`src/rtl/pc_branch_unit.sv`:
```
// Fetch-stage PC generator with branch target arithmetic and a direct-mapped BTB.
// Define PC_BRANCH_PERF_EN to add saturating branch/mispredict counters.
module pc_branch_unit #(
    parameter int                ADDR_W    = 32,
    parameter int                IMM_W     = 24,
    parameter int                IMM_SHIFT = 2,
    parameter int                PC_INC    = 4,
    parameter logic [ADDR_W-1:0] RESET_PC  = '0,
    parameter int                BTB_DEPTH = 8
) (
    input  logic              clk,
    input  logic              rst_n,
    output logic [ADDR_W-1:0] pc,
    output logic              pc_valid,
    input  logic              pc_ready,
    output logic              pred_taken,
    output logic              redirect,
    input  logic              br_valid,
    input  logic              br_taken,
    input  logic              br_pred_taken,
    input  logic [ADDR_W-1:0] br_pc,
`ifdef PC_BRANCH_PERF_EN
    output logic [15:0]       br_count,
    output logic [15:0]       mispredict_count,
`endif
    input  logic [IMM_W-1:0]  br_imm
);

    localparam int                IDX_W    = $clog2(BTB_DEPTH);
    localparam logic [ADDR_W-1:0] PC_INC_W = ADDR_W'(PC_INC);

    logic [ADDR_W-1:0]    pc_q, pc_d;
    logic                 pc_valid_q, pc_valid_d;
    logic                 redirect_q, redirect_d;
    logic [BTB_DEPTH-1:0] btb_valid_q, btb_valid_d;
    logic [ADDR_W-1:0]    btb_tag_q [BTB_DEPTH];
    logic [ADDR_W-1:0]    btb_tag_d [BTB_DEPTH];
    logic [ADDR_W-1:0]    btb_tgt_q [BTB_DEPTH];
    logic [ADDR_W-1:0]    btb_tgt_d [BTB_DEPTH];

    logic [IDX_W-1:0]     fetch_idx, br_idx;
    logic [ADDR_W-1:0]    imm_sext, fallthrough, target;
    logic                 btb_hit, mispredict;

    assign fetch_idx   = pc_q[IMM_SHIFT +: IDX_W];
    assign br_idx      = br_pc[IMM_SHIFT +: IDX_W];
    assign imm_sext    = {{(ADDR_W-IMM_W){br_imm[IMM_W-1]}}, br_imm};
    assign fallthrough = br_pc + PC_INC_W;
    assign target      = fallthrough + (imm_sext << IMM_SHIFT);
    assign mispredict  = br_valid & (br_taken != br_pred_taken);
    assign btb_hit     = pc_valid_q & btb_valid_q[fetch_idx] & (btb_tag_q[fetch_idx] == pc_q);

    assign pc         = pc_q;
    assign pc_valid   = pc_valid_q;
    assign pred_taken = btb_hit;
    assign redirect   = redirect_q;

    always_comb begin
        pc_d        = pc_q;
        pc_valid_d  = 1'b1;
        redirect_d  = 1'b0;
        btb_valid_d = btb_valid_q;
        btb_tag_d   = btb_tag_q;
        btb_tgt_d   = btb_tgt_q;

        // A mispredict overrides any held fetch; unaccepted pc is simply dropped.
        if (mispredict) begin
            pc_d       = br_taken ? target : fallthrough;
            redirect_d = 1'b1;
        end else if (pc_valid_q && !pc_ready) begin
            pc_d = pc_q;
        end else if (pc_valid_q && btb_hit) begin
            pc_d = btb_tgt_q[fetch_idx];
        end else if (pc_valid_q) begin
            pc_d = pc_q + PC_INC_W;
        end

        if (br_valid) begin
            if (br_taken) begin
                btb_valid_d[br_idx] = 1'b1;
                btb_tag_d[br_idx]   = br_pc;
                btb_tgt_d[br_idx]   = target;
            end else if (btb_tag_q[br_idx] == br_pc) begin
                btb_valid_d[br_idx] = 1'b0;
            end
        end
    end

    always_ff @(posedge clk or negedge rst_n) begin
        if (!rst_n) begin
            pc_q        <= RESET_PC;
            pc_valid_q  <= 1'b0;
            redirect_q  <= 1'b0;
            btb_valid_q <= '0;
        end else begin
            pc_q        <= pc_d;
            pc_valid_q  <= pc_valid_d;
            redirect_q  <= redirect_d;
            btb_valid_q <= btb_valid_d;
        end
    end

    // Tag and target storage is qualified by the valid bits, so it needs no reset.
    always_ff @(posedge clk) begin
        btb_tag_q <= btb_tag_d;
        btb_tgt_q <= btb_tgt_d;
    end

`ifdef PC_BRANCH_PERF_EN
    logic [15:0] br_count_q, br_count_d;
    logic [15:0] mis_count_q, mis_count_d;

    always_comb begin
        br_count_d  = br_count_q;
        mis_count_d = mis_count_q;
        if (br_valid && (br_count_q != 16'hFFFF)) begin
            br_count_d = br_count_q + 16'd1;
        end
        if (mispredict && (mis_count_q != 16'hFFFF)) begin
            mis_count_d = mis_count_q + 16'd1;
        end
    end

    always_ff @(posedge clk or negedge rst_n) begin
        if (!rst_n) begin
            br_count_q  <= '0;
            mis_count_q <= '0;
        end else begin
            br_count_q  <= br_count_d;
            mis_count_q <= mis_count_d;
        end
    end

    assign br_count         = br_count_q;
    assign mispredict_count = mis_count_q;
`endif

endmodule

```
`config.mk`:
```
export PLATFORM = sky130hd
export DESIGN_NAME = pc_branch_unit
export DESIGN_NICKNAME = d
export VERILOG_FILES = /design/src/rtl/pc_branch_unit.sv
export SDC_FILE = /design/constraint.sdc
export NUM_CORES = 1
export LEC_CHECK = 0
export CORE_ASPECT_RATIO = 0.5
export CORE_UTILIZATION = 66
export DETAILED_ROUTE_END_ITERATION = 6
export PLACE_DENSITY = 0.81
export SLEW_MARGIN = 0
export SYNTH_ARGS = -nofsm -noshare
export SYNTH_HDL_FRONTEND = slang
export SYNTH_SLANG_ARGS = --single-unit
export TNS_END_PERCENT = 1
```
`constraint.sdc`:
```
create_clock -name clk -period 7.95 [get_ports clk]
set_input_delay 1.59 -clock clk [delete_from_list [all_inputs] [get_ports clk]]
set_output_delay 1.59 -clock clk [all_outputs]
set_load 0.05 [all_outputs]
```
==> summary.md <==
| Metric | Value |
|---|---|
| Status | `complete, no violations` |
| Hold-fix buffer count after cts | `0` |
| IO buf count | `96` |
| Final setup TNS | `0 ns` |
| Fmax | `140.7 MHz` |
| Placed Instances | `2310` |
| Clock-pin slew on the worst setup and hold paths | `0.07 ns` |
| Global placement routability congestion | `about 0.98` |
| WS Path Type | `reg2out` |
| Min-delay worst type | `reg2reg` |
| Total grt overflow | `0` |
| Asr flop ratio synth | `under 10%` |
| DR vias | `about 18000` |
| Post-synth EDFFs | `between 400 and 500` |
| Total Wirelength | `77.18 mm` |
| DR vias/cell | `roughly 7.3` |
| Residual DRC | `0` |
| Final critical-path required period | `7.109 ns` |
| Quantity of gates resized following cts | `0` |
| Pleak | `approximately 9.7 nW` |
| Combinational Power Share | `23.3%` |
| Slowest stage cell, crit path | `clkdlybuf4s50_1` |
| Syn Std Cell Area | `25880 µm²` |
| H-tree depth | `2` |
| Final std cells w/o fill | `2394` |
| Adder-Cell Fraction of Synth Area | `about 1.9%` |
| Final Hold Vio Count | `0` |
| Max VDD drop | `around 0.00022 V` |
| Setup-failing EPs final | `0` |
| Total GRT Usage | `around two fifths` |
| Row count | `50` |
| Initial antenna violation count | `1` |
| Register share of total power | `46.5%` |
| Arr. time, crit path | `5.52 ns` |
| Critical path peak fanout | `33` |
| # clock sinks | `538` |
| Synth top area share | `57.56%` |
| Slowest stage delay, CP | `0.94 ns` |
| Post-CTS setup buffers | `0` |
| DRT iter0 DRCs | `2650` |
| Main synth FF type | `edfxtp_1` |
| Clock Skews | `0.02790 ns` |
| Syn avg cell area | `14.81 µm²` |
| Yosys cell types | `71` |
| Multiplexer area fraction after synthesis | `around 14%` |
| Largest net degree at the start of global routing | `67` |
| N_diodes | `0` |
| Most instantiated library cell after synthesis | `edfxtp_1` |
| Mapped Cells | `1747` |
| Area share of xor/xnor cells in the synthesized design | `3.689%` |
| CORE AREA | `around 38000 µm²` |
| NumNets Final | `1938` |
| Switch share | `30.77%` |
| CP Capture Type | `primary output` |
| Seq/Total Area, Yosys | `between 60% and 70%` |
| Vias in the first global route | `approximately 17000` |
| Clock tree root driver cell | `clkbuf_16` |
| Synth top area cells | `edfxtp_1, mux4_2, dfrtp_1, mux2i_1, a22oi_1` |
| Net Sw Power | `0.002307 W` |
| Worst Setup Start Kind | `flip-flop` |
| Layout cells sized above 1 | `14.25%` |
| Worst hold margin | `between 0.5 and 0.6 ns` |
| Transition time at the pin with the least slew margin | `roughly 1.2 ns` |
| Synth Area in Simple Gates | `7.016%` |
| Placed cell area | `27510 µm²` |
| Max cap viols | `0` |
| Largest family of logic cells by synthesized area | `multiplexers` |
| Overall power | `between 0.007 and 0.008 W` |
| Final Max Tran Viols | `0` |
| CTS tree | `done` |
| Worst skew pair latency | `slightly below 0.6 ns` |
| Final ANT Viol Nets | `0` |
| Worst-path cell chain | `buf_4 -> nor2b_1 -> a22oi_1 -> and3b_1 -> a211oi_1 -> nand3_1 -> nor4_1 -> and4_1 -> clkdlybuf4s50_1` |
| Global-route wire length before repair | `around 110 mm` |
| I/O pin cnt | `just under 100` |
| RSZ-0062 raised after global routing | `no` |
| Wirelength per Cell | `32.24 µm` |
| Die Ht | `142.0 µm` |
| Slew headroom | `a little under a quarter` |
| Area Overhead vs Synth | `12.02%` |
| Clock buffer depth | `3` |
| PwrDens | `258.6 nW/µm²` |
| Drt pass-1 iters | `6` |
| Worst Path Required | `6.36 ns` |
| Top cells by count, synth | `edfxtp_1, mux4_2, mux2i_1, a22oi_1, nor2_1` |
| Num CTS Buffers | `46` |
| P_int | `0.005190 W` |
| Final Cell Area | `28990 µm²` |
| Initial Util | `68.14%` |
| Die area | `40050 µm²` |
| Final HPWL DP | `50.09 mm` |
| Synthesized net count | `1847` |
| Die boundary width | `between 200 and 300 µm` |
| Fin crit share | `around nine tenths` |
| Synth Area in Compound Gates | `slightly below 10%` |
| Clk pwr share | `30.2%` |
| Yosys warns | `0` |
| #FFs+latches synth | `538` |
| Area leader, netlist | `edfxtp_1` |
-- worst max-delay path: cells and delay by family (launching register included) --
family	cells	cell delay [ns]
AOI/OAI and AO/OA	2	0.65
buffers and inverters	2	1.31
DFF	1	0.82
and+or+nand+nor	5	2.13
-- state kept, by name, indices dropped and copies added (netlist names), named ones only --
name       cells
pc            32
btb_tag_q    240
redirect       1
pc_valid       1
btb_tgt_q    256
-- power groups by stage --
| stage | logic (W) | registers [W] | clock network, W |
|---|---|---|---|
| detailed placement | 0.00169 | 0.00353 | 0 |
| CTS | 0.00170 | 0.00347 | 0.00226 |
| finish | 0.00175 | 0.00348 | 0.00227 |
| global placement | 0.00166 | 0.00352 | 0 |
| global route | 0.00182 | 0.00349 | 0.00237 |
| floorplan | 0.00107 | 0.00353 | 0 |
-- stage by stage --
step | util, % | setup slack [ns]
floorplan | - | 2.280
CTS | 76.33 | 0.9517
global route | 76.33 | 0.6916
finish | 76.33 | 0.8408
global placement | 72.43 | 1.522
detailed placement | 72.43 | 1.143
-- cell families after synthesis --
group / after synthesis
AOI/OAI and AO/OA: 364
xor gates and xnor gates: 109
adders and majority gates: 38
buffers and inverters: 118
DFF: 538
muxes: 226
other: 1
and+or+nand+nor: 353
-- layout make-up --
cell class | instances | area (µm²)
inverter | 19 | 71.32
clock buffer | 60 | 1275
sequential | 538 | 15960
multi-input combinational | 1091 | 9512
timing repair buffer | 142 | 1316
tap | 520 | 650.6
clock inverter | 24 | 205.2
fill | 2254 | 8987
-- final timing paths --
path	slack, ns	end	startpoint	cells after the start
setup / recovery	0.84	pred_taken	pc[2]$_DFFE_PN0P_	9
hold / removal	0.53	flip-flop	flip-flop	2
setup reg to reg	2.97	pc[14]$_DFFE_PN0P_	pc[2]$_DFFE_PN0P_	12
hold reg to reg	0.53	flip-flop	flip-flop	2
max in group asynchronous	6.14	pc[4]$_DFFE_PN0P_	rst_n	2
min in group asynchronous	1.17	pc[17]$_DFFE_PN0P_	rst_n	2
-- cell usage in the layout (no fill, tap or decap), drive strengths merged, types with 15 or more instances in the layout --
cell type and count:
mux4 111, inv 19, a22oi 81, nand4 26
mux2i 98, a21oi 54, dfrtp 42, o21ai 70
clkinv 18, xor2 42, o211ai 17, clkbuf 60
nor2 80, mux2 17, nor3 21, o21bai 15
a21o 16, xnor2 67, a31oi 15, nand3 50
and3 26, ha 37, buf 49, nor4 16
nand2 78, edfxtp 496, clkdlybuf4s50 93
-- layer usage --
| layer | track usage, % | up-vias | share of wire (%) |
|---|---|---|---|
| met5 | 0 | - | 0 |
| met4 | 13.76 | 0 | 3.5 |
| met3 | 11.05 | 218 | 15 |
| met2 | 57.79 | 1307 | 44 |
| met1 | 56.72 | 8777 | 38 |
| li1 | - | 7225 | - |
(Power assumes the default switching activity.)
